`src/rtl/dsp_adder_pipe.sv`:
```
`default_nettype none
// ============================================================================
// Module   : dsp_adder_pipe
// Brief    : Two-stage 32-bit carry-split adder with valid/ready handshake.
// Revision : 1.0
// ============================================================================
module dsp_adder_pipe (
  input  logic        clk,
  input  logic        rst,
  input  logic        in_valid,
  output logic        in_ready,
  input  logic [31:0] input1,
  input  logic [31:0] input2,
  input  logic        carry_in,
  output logic        out_valid,
  input  logic        out_ready,
  output logic [31:0] out,
  output logic        carry_out,
  output logic        overflow
);

  localparam int unsigned C_HALF = 16;

  logic              r_s1_valid;
  logic [C_HALF-1:0] r_lo;
  logic              r_c16;
  logic [C_HALF-1:0] r_a_hi;
  logic [C_HALF-1:0] r_b_hi;

  logic              r_out_valid;
  logic [31:0]       r_out;
  logic              r_carry_out;
  logic              r_overflow;

  logic              w_s2_load;
  logic              w_s1_load;
  logic [C_HALF:0]   w_lo_sum;
  logic [C_HALF:0]   w_hi_sum;
  logic              w_overflow;

  // Stage 1 may refill whenever it is empty or its occupant moves on this cycle.
  assign w_s2_load = !r_out_valid || out_ready;
  assign w_s1_load = !r_s1_valid || w_s2_load;
  assign in_ready  = !r_s1_valid || !r_out_valid || out_ready;

  assign w_lo_sum = {1'b0, input1[C_HALF-1:0]} + {1'b0, input2[C_HALF-1:0]}
                  + {{C_HALF{1'b0}}, carry_in};
  assign w_hi_sum = {1'b0, r_a_hi} + {1'b0, r_b_hi} + {{C_HALF{1'b0}}, r_c16};

  // Operand sign bits live in the registered high halves.
  assign w_overflow = (r_a_hi[C_HALF-1] == r_b_hi[C_HALF-1]) &&
                      (w_hi_sum[C_HALF-1] != r_a_hi[C_HALF-1]);

  always_ff @(posedge clk) begin
    if (rst) begin
      r_s1_valid <= 1'b0;
      r_lo       <= '0;
      r_c16      <= 1'b0;
      r_a_hi     <= '0;
      r_b_hi     <= '0;
    end else if (w_s1_load) begin
      r_s1_valid <= in_valid;
      if (in_valid) begin
        r_lo   <= w_lo_sum[C_HALF-1:0];
        r_c16  <= w_lo_sum[C_HALF];
        r_a_hi <= input1[31:C_HALF];
        r_b_hi <= input2[31:C_HALF];
      end
    end
  end

  always_ff @(posedge clk) begin
    if (rst) begin
      r_out_valid <= 1'b0;
      r_out       <= '0;
      r_carry_out <= 1'b0;
      r_overflow  <= 1'b0;
    end else if (w_s2_load) begin
      r_out_valid <= r_s1_valid;
      if (r_s1_valid) begin
        r_out       <= {w_hi_sum[C_HALF-1:0], r_lo};
        r_carry_out <= w_hi_sum[C_HALF];
        r_overflow  <= w_overflow;
      end
    end
  end

  assign out_valid = r_out_valid;
  assign out       = r_out;
  assign carry_out = r_carry_out;
  assign overflow  = r_overflow;

endmodule
`default_nettype wire
```
`config.mk`:
```
export PLATFORM = sky130hd
export DESIGN_NAME = dsp_adder_pipe
export DESIGN_NICKNAME = d
export VERILOG_FILES = /design/src/rtl/dsp_adder_pipe.sv
export SDC_FILE = /design/constraint.sdc
export NUM_CORES = 1
export LEC_CHECK = 0
export CORE_UTILIZATION = 35
export CTS_BUF_LIST = sky130_fd_sc_hd__clkbuf_2
export CTS_CLUSTER_DIAMETER = 30
export DETAILED_ROUTE_END_ITERATION = 6
export PLACE_DENSITY = 0.67
export SLEW_MARGIN = 25
export SYNTH_ARGS = -nofsm -noshare
export SYNTH_HDL_FRONTEND = slang
export SYNTH_SLANG_ARGS = --single-unit
```
`constraint.sdc`:
```
create_clock -name clk -period 3.7 [get_ports clk]
set_clock_uncertainty 0.15 [all_clocks]
set_input_delay 0.74 -clock clk [delete_from_list [all_inputs] [get_ports clk]]
set_output_delay 0.74 -clock clk [all_outputs]
set_load 0.005 [all_outputs]
```
After elaboration in Yosys (flattened, before gate mapping)
Cells that the tools add are included.
{"block": "word_totals", "register_bits": 85, "latch_bits": 0, "ram_bits": 0, "rom_bits": 0, "in_bits": 69, "out_inout_bits": 36, "n_memories": 0}
{"block": "op_classes", "add_sub_neg": 4, "mul": 0, "n_div": 0, "order_cmp": 0, "eq_ne": 2, "n_shift": 0, "n_mux": 0, "bitwise_logic": 0, "reduce_logical": 9}
{"op": "adder 16 x 16 -> 17 bit", "count": 2}
{"op": "adder 17 x 1 -> 17 bit", "count": 2}
{"op": "logical OR 1 bit", "count": 4}
{"op": "AND reduction 2 bit", "count": 2}
{"op": "logical NOT 1 bit", "count": 2}
{"op": "== test 1 bit", "count": 1}
{"op": "logical AND 1 bit", "count": 1}
{"op": "!= test 1 bit", "count": 1}

Longest topological paths before layout
Gate-level depths: netlist of run 1.
{"block": "logic_depth", "ltp_word": 4, "depth_mapped": 8, "ltp_nobuf": 8}

Worst setup path before layout of run 1
No wires, ideal clock.
{"block": "synth_path", "kind": "input port to flip-flop", "startpoint": "input port input1[0]", "endpoint": "register r_lo[14]", "arrival_time_ns": 2.676, "t_required_ns": 3.434, "setup_slack_ns": 0.759, "cell_stages": 8, "path_buffers": 0, "path_cell_list": "fa_1 fa_1 a211oi_2 o21bai_1 o22a_2 a31oi_4 mux2i_1 a31o_1"}
{"block": "synth_via", "elab_chain_len": 2}
{"item": "start: declaration", "line": "12", "source": "input logic [31:0] input1,"}
{"item": "adder 16 x 16 -> 17 bit", "line": "46", "source": "assign w_lo_sum = {1'b0, input1[C_HALF-1:0]} + {1'b0, input2[C_HALF-1:0]}"}
{"item": "adder 17 x 1 -> 17 bit", "line": "47", "source": "+ {{C_HALF{1'b0}}, carry_in};"}
{"item": "end signal: assignment", "line": "64", "source": "r_lo <= w_lo_sum[C_HALF-1:0];"}
{"item": "end: declaration", "line": "25", "source": "logic [C_HALF-1:0] r_lo;"}
No other way between the ends.
A chain may end at the register's enable or synchronous reset.

Worst setup path after layout of run 1
Ends and elaborated chain as after synthesis.

==> qor.txt, run 1 <==
grt total ovfl -> 0
DRC viols -> 0
first-pass GRT wire length -> 19300 um
Synth-to-Final Area Change -> 28.2%
Place WS -> 110 ps
FF-to-FF End -> out[30]
setup ws final -> 705 ps
top post-synthesis cells by area -> dfxtp_1, nand2_1, a21oi_1
Worst-Margin Slew -> 895 ps
Max Fclk -> 334 MHz
WL/cell -> 13.9 um
R2R Setup Slk -> 930 ps
CP Launch Type -> input pin
FF+latch area -> 0.00170 mm^2
post-route ant nets -> 0
CORE AREA -> 0.0126 mm^2
1st-iter DRT viols -> 172
WS Path Type -> input pin to flip-flop
worst hold start -> r_lo[4]
setup violators final -> 0
# IOs -> 105
total vias in the final route -> 4335
RSZ-0062 raised after global routing -> false
Worst Hold Depth -> 2
post-CTS sizing -> 0
minimum clock period -> 2990 ps
Fin. Hold Viols -> 0
Synth Register Bits -> 85
Slew Limit Fails -> 0
WP data required -> 4070 ps
max-cap violations -> 0
hold crit path type -> flip-flop to flip-flop
Chip Height -> 116 um
Slew headroom -> 40.3%
Total Routing Usage GR -> 18.2%
chip width -> 116 um
Clock Path Buffers -> 2
Power Density -> 343 mW/mm^2
starting density of the core -> 35.9%
Post-synth EDFFs -> 0
period utilization -> 80.9%
Synth area leader -> dfxtp_1
DP Wirelength -> 8430 um
clock sinks -> 85
CTS Root Cell -> clkbuf_2
Via density -> 5.18
Post-synth ARST share -> 0%
syn avg cell area -> 7.86 um^2
multi-input logic area -> 0.00265 mm^2
Yosys top cell area share -> 37.6%
routed wire length -> 11700 um
Distinct cells, synth -> 57
router iterations before antenna repair -> 5
mapped cell area -> 0.00453 mm^2
CP max FO -> 4
# rows -> 41
initial antenna violation count -> 1
htree depth -> 3
critical path arrival -> 3370 ps
Post-CTS Hold Buffers -> 0
Die Area -> 0.0134 mm^2
VDD IR max -> 0.000143 V
Worst Setup End Kind -> flip-flop
yosys warns -> 0
Syn Nets -> 679
r2r worst-path depth -> 7
clock-pin slew on the worst setup and hold paths -> 240 ps
post-synthesis instance total -> 576
Hold EP -> out[4]
status -> finished, final reports clean
largest net degree at the start of global routing -> 49
CTS buffer count -> 9
hold slack -> 317 ps
final net count -> 762
worst-skew pair later-pin latency -> 550 ps
setup_tns -> 0 ps
register area share after synthesis -> 37.6%
IO Port Bufs -> 104
layout cell share with drive strength beyond 1 -> 5.27%
TritonCTS clock tree -> done
RePlAce Congestion -> 0.821
RR Startpoint -> r_c16
fill count -> 1275
most frequent cells in the layout -> nand2_1, clkdlybuf4s50_1, a21oi_1
prevailing post-synth register cell -> dfxtp_1
Leak -> 2.26 nW
Post-CTS Repair Setup Buffers -> 0
vias in the first global route -> 4114
commonest non-fill, non-tap cell in the layout -> nand2_1
[stage by stage]
step / power [mW] / instance area, um^2 / utilization (%) / instances
finish: 1.99 / 5810 / 46.0 / 837
global route: 2.10 / 5810 / 46.0 / 837
CTS: 2.01 / 5800 / 46.0 / 836
detailed placement: 1.46 / 5670 / 45.0 / 820
global placement: 1.45 / 5670 / 45.0 / 820
floorplan: 1.29 / 4530 / - / 576
[cell type report]
type                    instances  share of cell area (%)
diodes                          1                  0.0431
clock buffers                  11                   0.948
clock inverters                 5                    1.29
inverters                       6                   0.388
multi-input cells             447                    45.7
flip-flops and latches         85                    29.3
well taps                     172                    3.71
repair buffers                110                    18.6
[layer usage]
layer / vias to the layer above / part of all wire (%) / global-route usage, %
li1: 2186 / - / -
met1: 2012 / 46 / 23.0
met2: 124 / 46 / 31.3
met3: 13 / 6.0 / 2.88
met4: 0 / 1.4 / 6.92
met5: - / 0 / 0
[sequential cells by signal, indices dropped and copies added, names as in the netlist]
name	count
carry_out	1
r_b_hi	16
overflow	1
r_a_hi	16
out	32
r_lo	16
out_valid	1
r_c16	1
r_s1_valid	1
[worst max-delay path by stage]
stage / slack (ps) / from / to
global placement: 180 / input1[0] / r_lo[14]
CTS: 730 / out_ready / in_ready
finish: 710 / input1[0] / r_lo[14]
global route: 620 / input1[0] / r_lo[14]
floorplan: 760 / input1[0] / r_lo[14]
detailed placement: 110 / input1[0] / r_lo[14]
[worst max-delay path, stage by stage]
cell and delay (ps):
clkdlybuf4s50_1 430, fa_1 480, fa_1 460, a211oi_2 280
o21bai_1 140, o22a_2 320, a31oi_4 190, mux2i_1 200
a31o_1 110
[synthesized netlist by cell type (all sizes together) (4+ instances only)]
cell / count
a211oi: 8
a21o: 10
a21oi: 92
and2: 4
and3: 4
buf: 17
clkbuf: 21
dfxtp: 85
fa: 4
ha: 30
inv: 6
mux2i: 4
nand2: 146
nand3: 22
nand4: 8
nor2: 17
nor2b: 4
nor3: 12
o211ai: 4
o21ai: 20
o21bai: 4
o311ai: 4
or3: 5
xnor2: 9
[cells by family after synthesis]
kind of cell / count (synthesis) / share of synthesized area (%)
compound gates: 164 / 22.6
xor+xnor: 11 / 2.13
fa+ha+maj: 34 / 10.1
buf+inv: 44 / 4.03
flops: 85 / 37.6
mux: 4 / 0.884
simple gates: 234 / 22.7
[power breakdown]
| group | leakage [nW] | switching (mW) | internal [mW] |
|---|---|---|---|
| Clock | 0.0772 | 0.320 | 0.225 |
| Sequential | 0.697 | 0.0323 | 0.973 |
| Combinational | 1.49 | 0.227 | 0.216 |
Note: power is estimated with default switching activity, not from simulation.
==> run 2, diff against run 1 <==
==> constraint.sdc (replaced) <==
create_clock -name clk -period 2.77 [get_ports clk]
set_clock_uncertainty 0.15 [all_clocks]
set_input_delay 0.554 -clock clk [delete_from_list [all_inputs] [get_ports clk]]
set_output_delay 0.554 -clock clk [all_outputs]
set_load 0.005 [all_outputs]
==> qor.txt, run 2 (synthesis results as in run 1) <==
non-filler instance count after layout -> 852 (+1.8%)
critical path arrival -> 3040 ps (-330 ps)
worst-skew pair later-pin latency -> 520 ps (-30 ps)
starting density of the core -> 35.9% (unchanged)
CP max FO -> 4 (unchanged)
DRC viols -> 0 (unchanged)
placed insts -> 834 (+1.7%)
hold crit path type -> flip-flop to flip-flop
CTS buffer count -> 9 (unchanged)
RePlAce Congestion -> 0.887 (+8.1%)
status -> finished, final reports clean
setup ws final -> 69.7 ps (-636 ps)
TritonCTS clock tree -> done
chip width -> 116 um (unchanged)
1st-iter DRT viols -> 298 (+73%)
router iterations before antenna repair -> 5 (unchanged)
Psw -> 746 uW (+29%)
# rows -> 41 (unchanged)
Die Area -> 0.0134 mm^2 (unchanged)
Slew Limit Fails -> 0 (unchanged)
sequential share of power -> 52.7% (+2.3 points)
Sw Share -> 29.3% (+0.19 points)
max FFs per register -> 32 (unchanged)
period utilization -> 97.5%
grt total ovfl -> 0 (unchanged)
first-pass GRT wire length -> 19500 um (+0.86%)
commonest non-fill, non-tap cell in the layout -> nand2_1
Leak -> 2.33 nW (+2.8%)
CP Launch Type -> input pin
# IOs -> 105 (unchanged)
final net count -> 778 (+2.1%)
CTS Root Cell -> clkbuf_2
Power Total -> 2.55 mW (+28%)
clock sinks -> 85 (unchanged)
Logic pwr share -> 24.3% (+2.1 points)
RSZ-0062 raised after global routing -> false
Max Fclk -> 370 MHz
DP Wirelength -> 8830 um (+4.8%)
CORE AREA -> 0.0126 mm^2 (unchanged)
IO Port Bufs -> 104 (unchanged)
Worst-Margin Slew -> 586 ps (-309 ps)
vias in the first global route -> 4098 (-0.39%)
layout cell share with drive strength beyond 1 -> 7.37% (+2.1 points)
VDD IR max -> 0.000190 V (+33%)
htree depth -> 3 (unchanged)
setup violators final -> 0 (unchanged)
total vias in the final route -> 4402 (+1.5%)
most frequent cells in the layout -> nand2_1, clkdlybuf4s50_1, a21oi_1
WS Path Type -> input pin to flip-flop
WL/cell -> 13.9 um (-0.25%)
post-layout util -> 46.8% (+0.81 points)
max-cap violations -> 0 (unchanged)
Total Routing Usage GR -> 18.6% (+0.40 points)
initial antenna violation count -> 2 (+1)
Clk pwr share -> 23.0% (-4.3 points)
Synth-to-Final Area Change -> 30.5%
Clock Path Buffers -> 2 (unchanged)
hold slack -> 319 ps (+2.22 ps)
Slew headroom -> 60.9% (+21 points)
Power Density -> 432 mW/mm^2 (+26%)
Pint -> 1.80 mW (+28%)
clock-pin slew on the worst setup and hold paths -> 210 ps (-30 ps)
post-route ant nets -> 0 (unchanged)
Place WS -> -569 ps (-678 ps)
WP data required -> 3110 ps (-960 ps)
Fin. Hold Viols -> 0 (unchanged)
Worst Setup End Kind -> flip-flop
Via density -> 5.17 (-0.24%)
minimum clock period -> 2700 ps
routed wire length -> 11900 um (+1.5%)
largest net degree at the start of global routing -> 58 (+18%)
Chip Height -> 116 um (unchanged)
==> run 2: final timing paths <==
check / start / endpoint / slack (ps) / cells past startpoint
setup / recovery: input1[0] / r_lo[14] / 70 / 9
hold / removal: r_lo[0] / out[0] / 320 / 2
setup reg to reg: r_c16 / carry_out / 120 / 8
hold reg to reg: r_lo[0] / out[0] / 320 / 2
==> run 2: area by class of cell <==
type / instances / area, um^2
clock inverters: 4 / 41.3
multi-input cells: 447 / 2660
fillers: 1287 / 6710
well taps: 172 / 215
clock buffers: 10 / 50.0
diodes: 2 / 5.00
inverters: 6 / 22.5
flip-flops and latches: 85 / 1700
repair buffers: 126 / 1210
==> run 2: worst max-delay path, stage by stage <==
cell and delay, ps:
clkdlybuf4s50_1 440, fa_1 480, fa_2 380, a211oi_2 230, o21bai_1 130, o22a_2 320
a31oi_4 190, mux2i_1 210, a31o_1 110
==> run 2: repair_timing <==
action / CTS / global route
setup endpoints to repair: 0 / 7
setup buffers: 0 / 2
hold buffers: 0 / 0
hold endpoints to repair: 0 / 0
gates resized for setup: 0 / 2
==> run 2: through the flow <==
| stage | setup TNS (ps) | instance area [um^2] |
|---|---|---|
| after detailed placement | -3560 | 5790 |
| final | 0 | 5910 |
| after CTS | 0 | 5880 |
| after global placement | -3070 | 5790 |
| after floorplan | 0 | 4530 |
| after global routing | 0 | 5910 |
==> run 2: per-layer routing <==
layer	GRT usage (%)	part of all wire [%]	wire, um
met1	25.1	47	5580
met2	29.8	46	5440
met3	2.98	5.3	624
met4	7.26	1.7	201
met5	0	0	0
==> run 2: power by group through the flow <==
| stage | combinational (mW) | sequential [mW] | clock (mW) |
|---|---|---|---|
| CTS | 0.617 | 1.35 | 0.616 |
| global route | 0.687 | 1.35 | 0.678 |
| floorplan | 0.362 | 1.36 | 0 |
| finish | 0.618 | 1.34 | 0.587 |
| global placement | 0.596 | 1.37 | 0 |
| detailed placement | 0.613 | 1.37 | 0 |
==> run 3, diff against run 2 <==
--- a/config.mk
+++ b/config.mk
@@ -5,11 +5,11 @@
 export SDC_FILE = /design/constraint.sdc
 export NUM_CORES = 1
 export LEC_CHECK = 0
-export CORE_UTILIZATION = 35
+export CORE_UTILIZATION = 42
 export CTS_BUF_LIST = sky130_fd_sc_hd__clkbuf_2
 export CTS_CLUSTER_DIAMETER = 30
 export DETAILED_ROUTE_END_ITERATION = 6
-export PLACE_DENSITY = 0.67
+export PLACE_DENSITY = 0.77
 export SLEW_MARGIN = 25
 export SYNTH_ARGS = -nofsm -noshare
 export SYNTH_HDL_FRONTEND = slang
==> qor.txt, run 3 (synthesis results as in run 1) <==
Clk pwr share -> 20.5% (-2.5 points)
Power Density -> 424 mW/mm^2 (-1.7%)
CP max FO -> 4 (unchanged)
Critical Path End -> r_lo[10]
minimum clock period -> 2700 ps (-2.23 ps)
WP data required -> 3110 ps (about the same)
r2r worst-path depth -> 9 (+1)
post-route ant nets -> 0 (unchanged)
Die Area -> 0.0112 mm^2 (-16%)
Leak -> 2.30 nW (-0.93%)
DP Wirelength -> 8950 um (+1.3%)
TritonCTS clock tree -> done
WL/cell -> 14.4 um (+3.6%)
Total Routing Usage GR -> 22.1% (+3.5 points)
routed wire length -> 11700 um (-1.1%)
router iterations before antenna repair -> 4 (-1)
final net count -> 777 (-0.13%)
Pint -> 1.71 mW (-5.2%)
Place WS -> -598 ps (-29.5 ps)
max-cap violations -> 0 (unchanged)
RR Startpoint -> r_c16
CTS Root Cell -> clkbuf_2
clock sinks -> 85 (unchanged)
# rows -> 37 (-9.8%)
CP max stage cell -> clkdlybuf4s50_1
status -> finished, final reports clean
crit-path cells -> clkdlybuf4s50_1 > fa_2 > fa_2 > a211oi_2 > o21bai_1 > o22a_2 > a21boi_2 > mux2i_1 > a31o_1
period utilization -> 97.4% (about the same)
IO Port Bufs -> 104 (unchanged)
clock-pin slew on the worst setup and hold paths -> 220 ps (about the same)
chip width -> 106 um (-8.6%)
DRC viols -> 0 (unchanged)
hold slack -> 290 ps (-29.1 ps)
Worst setup startpoint -> input1[0]
Slew headroom -> 65.3% (+4.4 points)
sequential share of power -> 54.4% (+1.7 points)
setup violators final -> 0 (unchanged)
Worst Setup End Kind -> flip-flop
Fin. Hold Viols -> 0 (unchanged)
commonest non-fill, non-tap cell in the layout -> nand2_1
worst-skew pair later-pin latency -> 530 ps (about the same)
Sw Share -> 30.8% (+1.5 points)
Slew Limit Fails -> 0 (unchanged)
cell mode on critical path -> fa_2
vias in the first global route -> 4159 (+1.5%)
Max Fclk -> 371 MHz (about the same)
htree depth -> 3 (unchanged)
CTS buffer count -> 9 (unchanged)
setup ws final -> 71.9 ps (+2.23 ps)
R2R Setup Slk -> 160 ps (+40 ps)
Post-CTS Hold Buffers -> 0 (unchanged)
Clock Path Buffers -> 2 (unchanged)
Synth-to-Final Area Change -> 28.6%
total vias in the final route -> 4402 (unchanged)
# IOs -> 105 (unchanged)
starting density of the core -> 43.7% (+7.8 points)
largest net degree at the start of global routing -> 37 (-36%)
critical path arrival -> 3040 ps (about the same)
RePlAce Congestion -> 0.888 (+0.11%)
WS Path Type -> input pin to flip-flop
Chip Height -> 106 um (-8.6%)
1st-iter DRT viols -> 227 (-24%)
VDD IR max -> 0.000197 V (+3.7%)
initial antenna violation count -> 1 (-1)
max FFs per register -> 32 (unchanged)
CP peak stage delay -> 440 ps (-40 ps)
CORE AREA -> 0.0104 mm^2 (-18%)
CP Launch Type -> input pin
Psw -> 761 uW (+2.0%)
FF-to-FF End -> out[24]
Worst-Margin Slew -> 518 ps (-67.8 ps)
Via density -> 5.41 (+4.8%)
most frequent cells in the layout -> nand2_1, clkdlybuf4s50_1, a21oi_1
first-pass GRT wire length -> 19900 um (+1.9%)
Logic pwr share -> 25.1% (+0.8 points)
layout cell share with drive strength beyond 1 -> 7.10% (-0.27 points)
hold crit path type -> input pin to flip-flop
grt total ovfl -> 0 (unchanged)
## run 3: repair_timing
action	4_1_cts	5_1_grt
gates resized for setup	1	1
gates cloned	0	0
pin swaps	0	4
setup endpoints to repair	2	6
setup buffers	0	2
## run 3: worst min-delay path by stage
stage,from,end,slack [ps],cells past startpoint
after global routing,rst,r_a_hi[15],280,2
final,rst,r_a_hi[15],290,2
after CTS,rst,r_a_hi[15],260,2
after floorplan,r_lo[11],out[11],280,2
after global placement,r_lo[2],out[2],290,2
after detailed placement,r_lo[2],out[2],300,2
## run 3: routing by layer
metal | wire, um | GRT usage [%] | part of all wire (%) | vias up
li1 | - | - | - | 2218
met1 | 5630 | 30.6 | 48 | 2042
met2 | 5350 | 34.9 | 46 | 124
met3 | 472 | 2.60 | 4.0 | 18
met4 | 266 | 8.93 | 2.3 | 0
met5 | 0 | 0 | 0 | -
## run 3: area by class of cell
type	instances	area, um^2
fillers	1008	4550
multi-input cells	447	2650
flip-flops and latches	85	1700
repair buffers	125	1210
well taps	136	170
clock buffers	10	50.0
inverters	6	22.5
clock inverters	3	16.3
diodes	1	2.50
## run 3: through the flow
step / instance area, um^2 / util [%] / total power, mW / TNS [ps] / cells
2_1_floorplan: 4530 / - / 1.72 / 0 / 576
3_3_place_gp: 5730 / 55.3 / 1.96 / -3100 / 797
3_5_place_dp: 5730 / 55.3 / 1.98 / -3660 / 797
4_1_cts: 5800 / 56.0 / 2.48 / 0 / 810
5_1_grt: 5820 / 56.2 / 2.61 / -6.15 / 813
6_report: 5820 / 56.2 / 2.47 / 0 / 813
## run 3: critical path: cells and delay by family
family,cells,cell delay [ps]
multiplexers,1,200
AO/OA/AOI/OAI,5,980
adder cells (fa/ha/maj),2,850
buffers and inverters,1,440
## run 3: power groups by stage
stage | Clock [mW] | Combinational, mW | Sequential (mW)
2_1_floorplan | 0 | 0.362 | 1.36
3_3_place_gp | 0 | 0.596 | 1.37
3_5_place_dp | 0 | 0.612 | 1.37
4_1_cts | 0.519 | 0.615 | 1.34
5_1_grt | 0.566 | 0.687 | 1.35
6_report | 0.506 | 0.620 | 1.34
